===== config.mk =====
export PLATFORM = sky130hd
export DESIGN_NAME = gemm_fixed_weights_each_cycle
export DESIGN_NICKNAME = d
export VERILOG_FILES = /design/src/rtl/gemm_pkg.sv /design/src/rtl/gemm_sa_core.sv /design/src/rtl/gemm_fixed_weights_each_cycle.sv
export SDC_FILE = /design/constraint.sdc
export NUM_CORES = 1
export LEC_CHECK = 0
export CAP_MARGIN = 20
export CORE_AREA = 2 2 39 41
export CTS_BUF_LIST = sky130_fd_sc_hd__clkbuf_8 sky130_fd_sc_hd__clkbuf_16
export DETAILED_ROUTE_END_ITERATION = 16
export DIE_AREA = 0 0 41 43
export DONT_BUFFER_PORTS = 1
export MAX_ROUTING_LAYER = met4
export PLACE_DENSITY = 0.59
export SYNTH_ARGS = -nofsm -noshare
export SYNTH_HDL_FRONTEND = slang
export SYNTH_HIERARCHICAL = 1
export SYNTH_SLANG_ARGS = --single-unit

===== constraint.sdc =====
create_clock -name clk -period 1.4 [get_ports clk]
set_input_delay 0.21 -clock clk [delete_from_list [all_inputs] [get_ports clk]]
set_output_delay 0.21 -clock clk [all_outputs]
set_load 0.01 [all_outputs]

===== src/rtl/gemm_pkg.sv =====
// Shared types and helpers for the weight-stationary GEMM engine.
package gemm_pkg;

    localparam int unsigned DEFAULT_SA_SIZE = 4;
    localparam int unsigned DEFAULT_ELEM_W  = 8;

    typedef logic [DEFAULT_ELEM_W-1:0] elem_t;

    // Edges from sampling an input vector to its result appearing on the outputs.
    function automatic int unsigned gemm_latency(input int unsigned sa_size);
        return 2 * sa_size;
    endfunction

    // Width of a row index; never zero so a 1x1 array still has a legal port.
    function automatic int unsigned gemm_clog2(input int unsigned n);
        return (n > 1) ? $clog2(n) : 1;
    endfunction

endpackage


===== src/rtl/gemm_sa_core.sv =====
// Systolic array core: weight store, input skew, PE grid and output deskew.
// Optional runtime weight load port under GEMM_WEIGHT_LOAD_EN.
module gemm_sa_core
    import gemm_pkg::*;
#(
    parameter int unsigned SA_SIZE                = 4,
    parameter int unsigned WEIGHT_ACTIVATION_SIZE = 8
) (
    input  logic                              clk,
    input  logic                              resetn,
`ifdef GEMM_WEIGHT_LOAD_EN
    input  logic                              weight_load,
    input  logic [gemm_clog2(SA_SIZE)-1:0]    weight_row,
    input  logic [WEIGHT_ACTIVATION_SIZE-1:0] weight_data [SA_SIZE],
`endif
    input  logic [WEIGHT_ACTIVATION_SIZE-1:0] activation_inputs [SA_SIZE],
    output logic [WEIGHT_ACTIVATION_SIZE-1:0] activation_outputs [SA_SIZE]
);

    localparam int N = SA_SIZE;
    localparam int W = WEIGHT_ACTIVATION_SIZE;

    logic [W-1:0] weights_reg [N][N];

`ifdef GEMM_WEIGHT_LOAD_EN
    always_ff @(posedge clk or negedge resetn) begin
        if (!resetn) begin
            for (int r = 0; r < N; r++) begin
                for (int c = 0; c < N; c++) begin
                    weights_reg[r][c] <= '0;
                end
            end
        end else if (weight_load) begin
            for (int c = 0; c < N; c++) begin
                weights_reg[weight_row][c] <= weight_data[c];
            end
        end
    end
`else
    // No write path: the array keeps whatever value was preloaded into it.
    always_ff @(posedge clk) begin
        weights_reg <= weights_reg;
    end
`endif

    // Row j enters the grid j cycles late so it meets the partial sum from row j-1.
    logic [W-1:0] row_act [N];

    for (genvar j = 0; j < N; j++) begin : g_skew
        if (j == 0) begin : g_direct
            assign row_act[j] = activation_inputs[j];
        end else begin : g_chain
            logic [W-1:0] skew_q [j];
            always_ff @(posedge clk or negedge resetn) begin
                if (!resetn) begin
                    for (int k = 0; k < j; k++) begin
                        skew_q[k] <= '0;
                    end
                end else begin
                    skew_q[0] <= activation_inputs[j];
                    for (int k = 1; k < j; k++) begin
                        skew_q[k] <= skew_q[k-1];
                    end
                end
            end
            assign row_act[j] = skew_q[j-1];
        end
    end

    logic [W-1:0] act_w  [N][N];
    logic [W-1:0] psum_w [N][N];

    for (genvar j = 0; j < N; j++) begin : g_row
        for (genvar i = 0; i < N; i++) begin : g_pe
            logic [W-1:0] act_in;
            logic [W-1:0] psum_in;
            logic [W-1:0] act_q;
            logic [W-1:0] psum_q;

            if (i == 0) begin : g_left
                assign act_in = row_act[j];
            end else begin : g_inner
                assign act_in = act_w[j][i-1];
            end

            if (j == 0) begin : g_top
                assign psum_in = '0;
            end else begin : g_below
                assign psum_in = psum_w[j-1][i];
            end

            // Product and sum are both truncated to W bits by the assignment width.
            always_ff @(posedge clk or negedge resetn) begin
                if (!resetn) begin
                    act_q  <= '0;
                    psum_q <= '0;
                end else begin
                    act_q  <= act_in;
                    psum_q <= psum_in + act_in * weights_reg[j][i];
                end
            end

            assign act_w[j][i]  = act_q;
            assign psum_w[j][i] = psum_q;
        end
    end

    // Column i finishes i cycles after column 0; N-i stages realign them and register the output.
    for (genvar i = 0; i < N; i++) begin : g_deskew
        localparam int DEPTH = N - i;
        logic [W-1:0] dsk_q [DEPTH];
        always_ff @(posedge clk or negedge resetn) begin
            if (!resetn) begin
                for (int k = 0; k < DEPTH; k++) begin
                    dsk_q[k] <= '0;
                end
            end else begin
                dsk_q[0] <= psum_w[N-1][i];
                for (int k = 1; k < DEPTH; k++) begin
                    dsk_q[k] <= dsk_q[k-1];
                end
            end
        end
        assign activation_outputs[i] = dsk_q[DEPTH-1];
    end

endmodule


===== src/rtl/gemm_fixed_weights_each_cycle.sv =====
// Fully pipelined matrix-vector multiplier top: valid tracking around the systolic core.
// Runtime weight loading is added when GEMM_WEIGHT_LOAD_EN is defined.
module gemm_fixed_weights_each_cycle
    import gemm_pkg::*;
#(
    parameter int unsigned SA_SIZE                = 4,
    parameter int unsigned WEIGHT_ACTIVATION_SIZE = 8
) (
    input  logic                              clk,
    input  logic                              resetn,
`ifdef GEMM_WEIGHT_LOAD_EN
    input  logic                              weight_load,
    input  logic [gemm_clog2(SA_SIZE)-1:0]    weight_row,
    input  logic [WEIGHT_ACTIVATION_SIZE-1:0] weight_data [SA_SIZE],
`endif
    input  logic [WEIGHT_ACTIVATION_SIZE-1:0] activation_inputs [SA_SIZE],
    output logic [WEIGHT_ACTIVATION_SIZE-1:0] activation_outputs [SA_SIZE],
    output logic                              output_valid
);

    localparam int unsigned LATENCY = gemm_latency(SA_SIZE);
    localparam int unsigned CNT_W   = $clog2(LATENCY + 1);

    logic [CNT_W-1:0] valid_cnt_q;

    // Saturates at LATENCY, the edge at which the first post-reset vector emerges.
    always_ff @(posedge clk or negedge resetn) begin
        if (!resetn) begin
            valid_cnt_q <= '0;
        end else if (valid_cnt_q != CNT_W'(LATENCY)) begin
            valid_cnt_q <= valid_cnt_q + 1'b1;
        end
    end

    assign output_valid = (valid_cnt_q == CNT_W'(LATENCY));

    gemm_sa_core #(
        .SA_SIZE               (SA_SIZE),
        .WEIGHT_ACTIVATION_SIZE(WEIGHT_ACTIVATION_SIZE)
    ) u_SA (
        .clk               (clk),
        .resetn            (resetn),
`ifdef GEMM_WEIGHT_LOAD_EN
        .weight_load       (weight_load),
        .weight_row        (weight_row),
        .weight_data       (weight_data),
`endif
        .activation_inputs (activation_inputs),
        .activation_outputs(activation_outputs)
    );

endmodule


==> results.py, run 1 <==
metrics = {
    "status": {
        "status": "finished, final reports clean",
    },
    "clock_network": {
        "cts-buffers-inserted": 3,
        "cts.htree.levels": 1,
        "tritoncts": "built",
        "clock_pin_slew_on_the_worst_setup_and_hold_paths_ns": 0.03,
        "max-clock-path-buffers": 2,
        "clock-root-buffer": "sky130_fd_sc_hd__clkbuf_8",
        "cts.sinks": 4,
        "postCtsSetupBuffers": 0,
        "clock_insertion_delay_at_the_later_pin_of_the_skew_report_ns": 0.22,
    },
    "placed_design": {
        "numPortBuffers": 0,
        "postPlaceCellArea_um2": 354,
        "gpl.final_weighted_congestion": 0.617,
        "final_hpwl_dp_um": 343,
    },
    "routing": {
        "detailroute.via_count": 201,
        "route.final.wire_length_um": 438,
        "drt_pre_antenna_iters": 1,
        "route.detailed.wl_per_inst_um": 6.44,
        "via_per_inst": 2.96,
        "initialDrtViolationCount": 0,
        "route.antenna.remaining_nets": 0,
        "drt_drc_violations_left": 0,
    },
    "sta": {
        "setup_viol": 0,
        "final-max-slew-violation-count": 0,
        "period_needed_ns": 1.34,
        "grt_setup_unrepaired": "false",
        "hold_violations": 0,
        "clock-skew-final_ns": 0.00405,
        "timing.final.crit_share": 0.957,
        "tns_ns": 0,
        "maxClockFrequency_ghz": 0.747,
    },
    "synth": {
        "mean_area_per_synthesized_cell_um2": 9.35,
        "mappedNetlistArea_um2": 458,
        "synth_cell_type_count": 11,
        "synth.area.top_cells": "sky130_fd_sc_hd__buf_4 52%, sky130_fd_sc_hd__dfrtp_1 22%, sky130_fd_sc_hd__ha_1 5.5%, sky130_fd_sc_hd__nand3b_4 4.4%, sky130_fd_sc_hd__xnor2_1 3.8%",
        "synthesis.instances": 49,
        "synthDominantCellAreaShare": 0.525,
        "yosys_warn_count": 6,
        "synth_top_cell_by_area": "sky130_fd_sc_hd__buf_4",
        "share_of_the_yosys_chip_area_belonging_to_registers": 0.219,
        "ys_ff_latch": 4,
    },
    "worst_setup_path": {
        "critical_path.most_common_cell": "sky130_fd_sc_hd__inv_1",
        "cp-end-kind": "primary output",
        "worst-endpoint-arrival_ns": 1.13,
        "reg2reg_slack_ns": 0.18,
        "critical_path_depth": 4,
        "cp.buffers_inverters": 2,
        "cell_by_cell_trace_of_the_critical_path": "inv_1 > ha_2 > nand3b_4 > inv_1",
        "timing.critical_path.from_type": "flop",
        "path_delay_family": "flip-flops",
        "critPathRequiredTime_ns": 1.19,
        "critPathSlowestCell": "sky130_fd_sc_hd__dfrtp_1",
        "timing.setup.critical_path_class": "flop to primary output",
        "critical-path-max-stage-delay_ns": 0.39,
        "crit_fanout": 3,
        "r2r-end": "valid_cnt_q[1]$_DFFE_PN0P_",
        "rr_startpoint": "valid_cnt_q[0]$_DFFE_PN0P_",
        "worst_r2r_path_depth": 4,
    },
    "finish": {
        "diode_insertion_count_for_antenna_repair": 0,
        "largest-register": "valid_cnt_q",
        "area_growth_syn_to_layout_pct": -10.9,
        "post-route-cell-area_um2": 408,
        "filler_cell_count": 148,
        "largest_registers": "valid_cnt_q (4)",
        "fraction_of_layout_cells_with_a_size_suffix_above_1": 0.135,
        "postLayoutCoreUtil": 0.295,
        "number_of_flip_flops_under_the_largest_register_name": 4,
        "nets": 90,
    },
    "pwr": {
        "cell_leakage_power_nw": 0.228,
        "ir_worst_vdd_mv": 0.443,
        "totalPowerFinal_mw": 0.403,
        "pwr_density_cell_nw_per_um2": 989,
    },
    "grt": {
        "grt_pass1_vias": 146,
        "largest_net_degree_at_the_start_of_global_routing": 5,
        "number_of_antenna_violations_at_the_first_check_in_global_routing": 0,
        "gr-total-overflow": 0,
        "track_usage": 0.0621,
        "grt_first_pass_wirelength_um": 593,
    },
    "flow_run": {
        "max-cap-violations": 0,
    },
    "floorplanning": {
        "num_rows": 14,
        "floorplan.die.width_um": 41,
        "ioPinCount": 67,
        "area_of_the_die_um2": 1760,
        "fp.dieH_um": 43,
        "initial_core_utilization": 0.331,
        "core_area_um2": 1380,
    },
    "hold_path": {
        "hold_path.class": "input pin to asynchronous set/reset pin",
    },
}
==> layout by cell type, fill, tap and decap left out <==
cell and n:
sky130_fd_sc_hd__nand3_1 1, sky130_fd_sc_hd__mux2i_1 1, sky130_fd_sc_hd__dfrtp_1 4, sky130_fd_sc_hd__conb_1 32, sky130_fd_sc_hd__a21bo_2 1, sky130_fd_sc_hd__mux2_4 1, sky130_fd_sc_hd__xnor2_1 2, sky130_fd_sc_hd__ha_1 1
sky130_fd_sc_hd__ha_2 1, sky130_fd_sc_hd__nand3b_4 1, sky130_fd_sc_hd__clkbuf_8 3, sky130_fd_sc_hd__inv_1 3, sky130_fd_sc_hd__dlygate4sd3_1 1
==> worst reg2reg max path, cell delays in order, from the launching register on <==
cell	delay, ns
sky130_fd_sc_hd__dfrtp_1	0.39
sky130_fd_sc_hd__inv_1	0.10
sky130_fd_sc_hd__ha_2	0.22
sky130_fd_sc_hd__nand3b_4	0.10
sky130_fd_sc_hd__mux2_4	0.30
==> synthesized netlist by cell type, drive strengths merged <==
| cell | count |
|---|---|
| mux2i | 1 |
| mux2 | 1 |
| inv | 3 |
| dfrtp | 4 |
| nand3b | 1 |
| conb | 1 |
| xnor2 | 2 |
| buf | 32 |
| a21bo | 1 |
| nand3 | 1 |
| ha | 2 |
==> metrics by stage <==
step | std cells | setup slack (ns) | hold WS (ns)
after floorplan | 80 | 0.226 | -0.0856
after global placement | 64 | 0.178 | -0.0855
after detailed placement | 64 | 0.171 | -0.0855
after CTS | 68 | 0.0402 | 0.274
after global routing | 68 | 0.0149 | 0.281
final | 68 | 0.0606 | 0.268
==> power by group <==
group | total, mW | switching [mW] | internal [mW]
Clock | 0.244 | 0.0608 | 0.183
Sequential | 0.116 | 0 | 0.116
Combinational | 0.0428 | 0.0408 | 0.00192
Total | 0.403 | 0.102 | 0.302
==> worst max-delay path by stage <==
stage,startpoint,end,slack (ns)
after floorplan,valid_cnt_q[0]$_DFFE_PN0P_,valid_cnt_q[1]$_DFFE_PN0P_,0.23
after global placement,valid_cnt_q[0]$_DFFE_PN0P_,valid_cnt_q[1]$_DFFE_PN0P_,0.18
after detailed placement,valid_cnt_q[0]$_DFFE_PN0P_,valid_cnt_q[1]$_DFFE_PN0P_,0.17
after CTS,valid_cnt_q[0]$_DFFE_PN0P_,output_valid,0.04
after global routing,valid_cnt_q[0]$_DFFE_PN0P_,output_valid,0.01
final,valid_cnt_q[0]$_DFFE_PN0P_,output_valid,0.06
==> metal layers <==
| layer | global-route usage | routed length [um] |
|---|---|---|
| met3 | 0.0314 | 52 |
| met5 | - | 0 |
| met2 | 0.0688 | 203 |
| met4 | 0.100 | 27 |
| met1 | 0.0557 | 155 |
==> cell families (layout without fill, tap and decap cells) <==
logic type / count (synthesis) / after routing / share of synthesized area
mux: 2 / 2 / 0.0546
simple gates: 2 / 2 / 0.0546
flops: 4 / 4 / 0.219
fa+ha+maj: 2 / 2 / 0.0546
buf+inv: 35 / 7 / 0.549
compound gates: 1 / 1 / 0.0219
xor+xnor: 2 / 2 / 0.0383
other cells: 1 / 32 / 0.00819
==> layout make-up <==
class,count,area (um2),share of cell area
Inverter,3,11.3,0.0276
Tap cell,16,20.0,0.0491
Multi-Input combinational cell,41,225,0.552
Clock buffer,3,41.3,0.101
Timing Repair Buffer,1,10.0,0.0245
Sequential cell,4,100,0.245
==> timing repair <==
action                                  4_1_cts  5_1_grt
gates resized for setup                       0        1
endpoints found under the setup margin        0        1
endpoints found under the hold margin         4        0
hold buffers                                  1        0
Power figures use the tool's default switching activity.
==> inputs of run 2 (changes only) <==
--- a/config.mk
+++ b/config.mk
@@ -13,6 +13,7 @@
 export DONT_BUFFER_PORTS = 1
 export MAX_ROUTING_LAYER = met4
 export PLACE_DENSITY = 0.59
+export RECOVER_POWER = 25
 export SYNTH_ARGS = -nofsm -noshare
 export SYNTH_HDL_FRONTEND = slang
 export SYNTH_HIERARCHICAL = 1
==> results of run 2 <==
The final DEF is identical to that of run 1; final timing and power are the same.
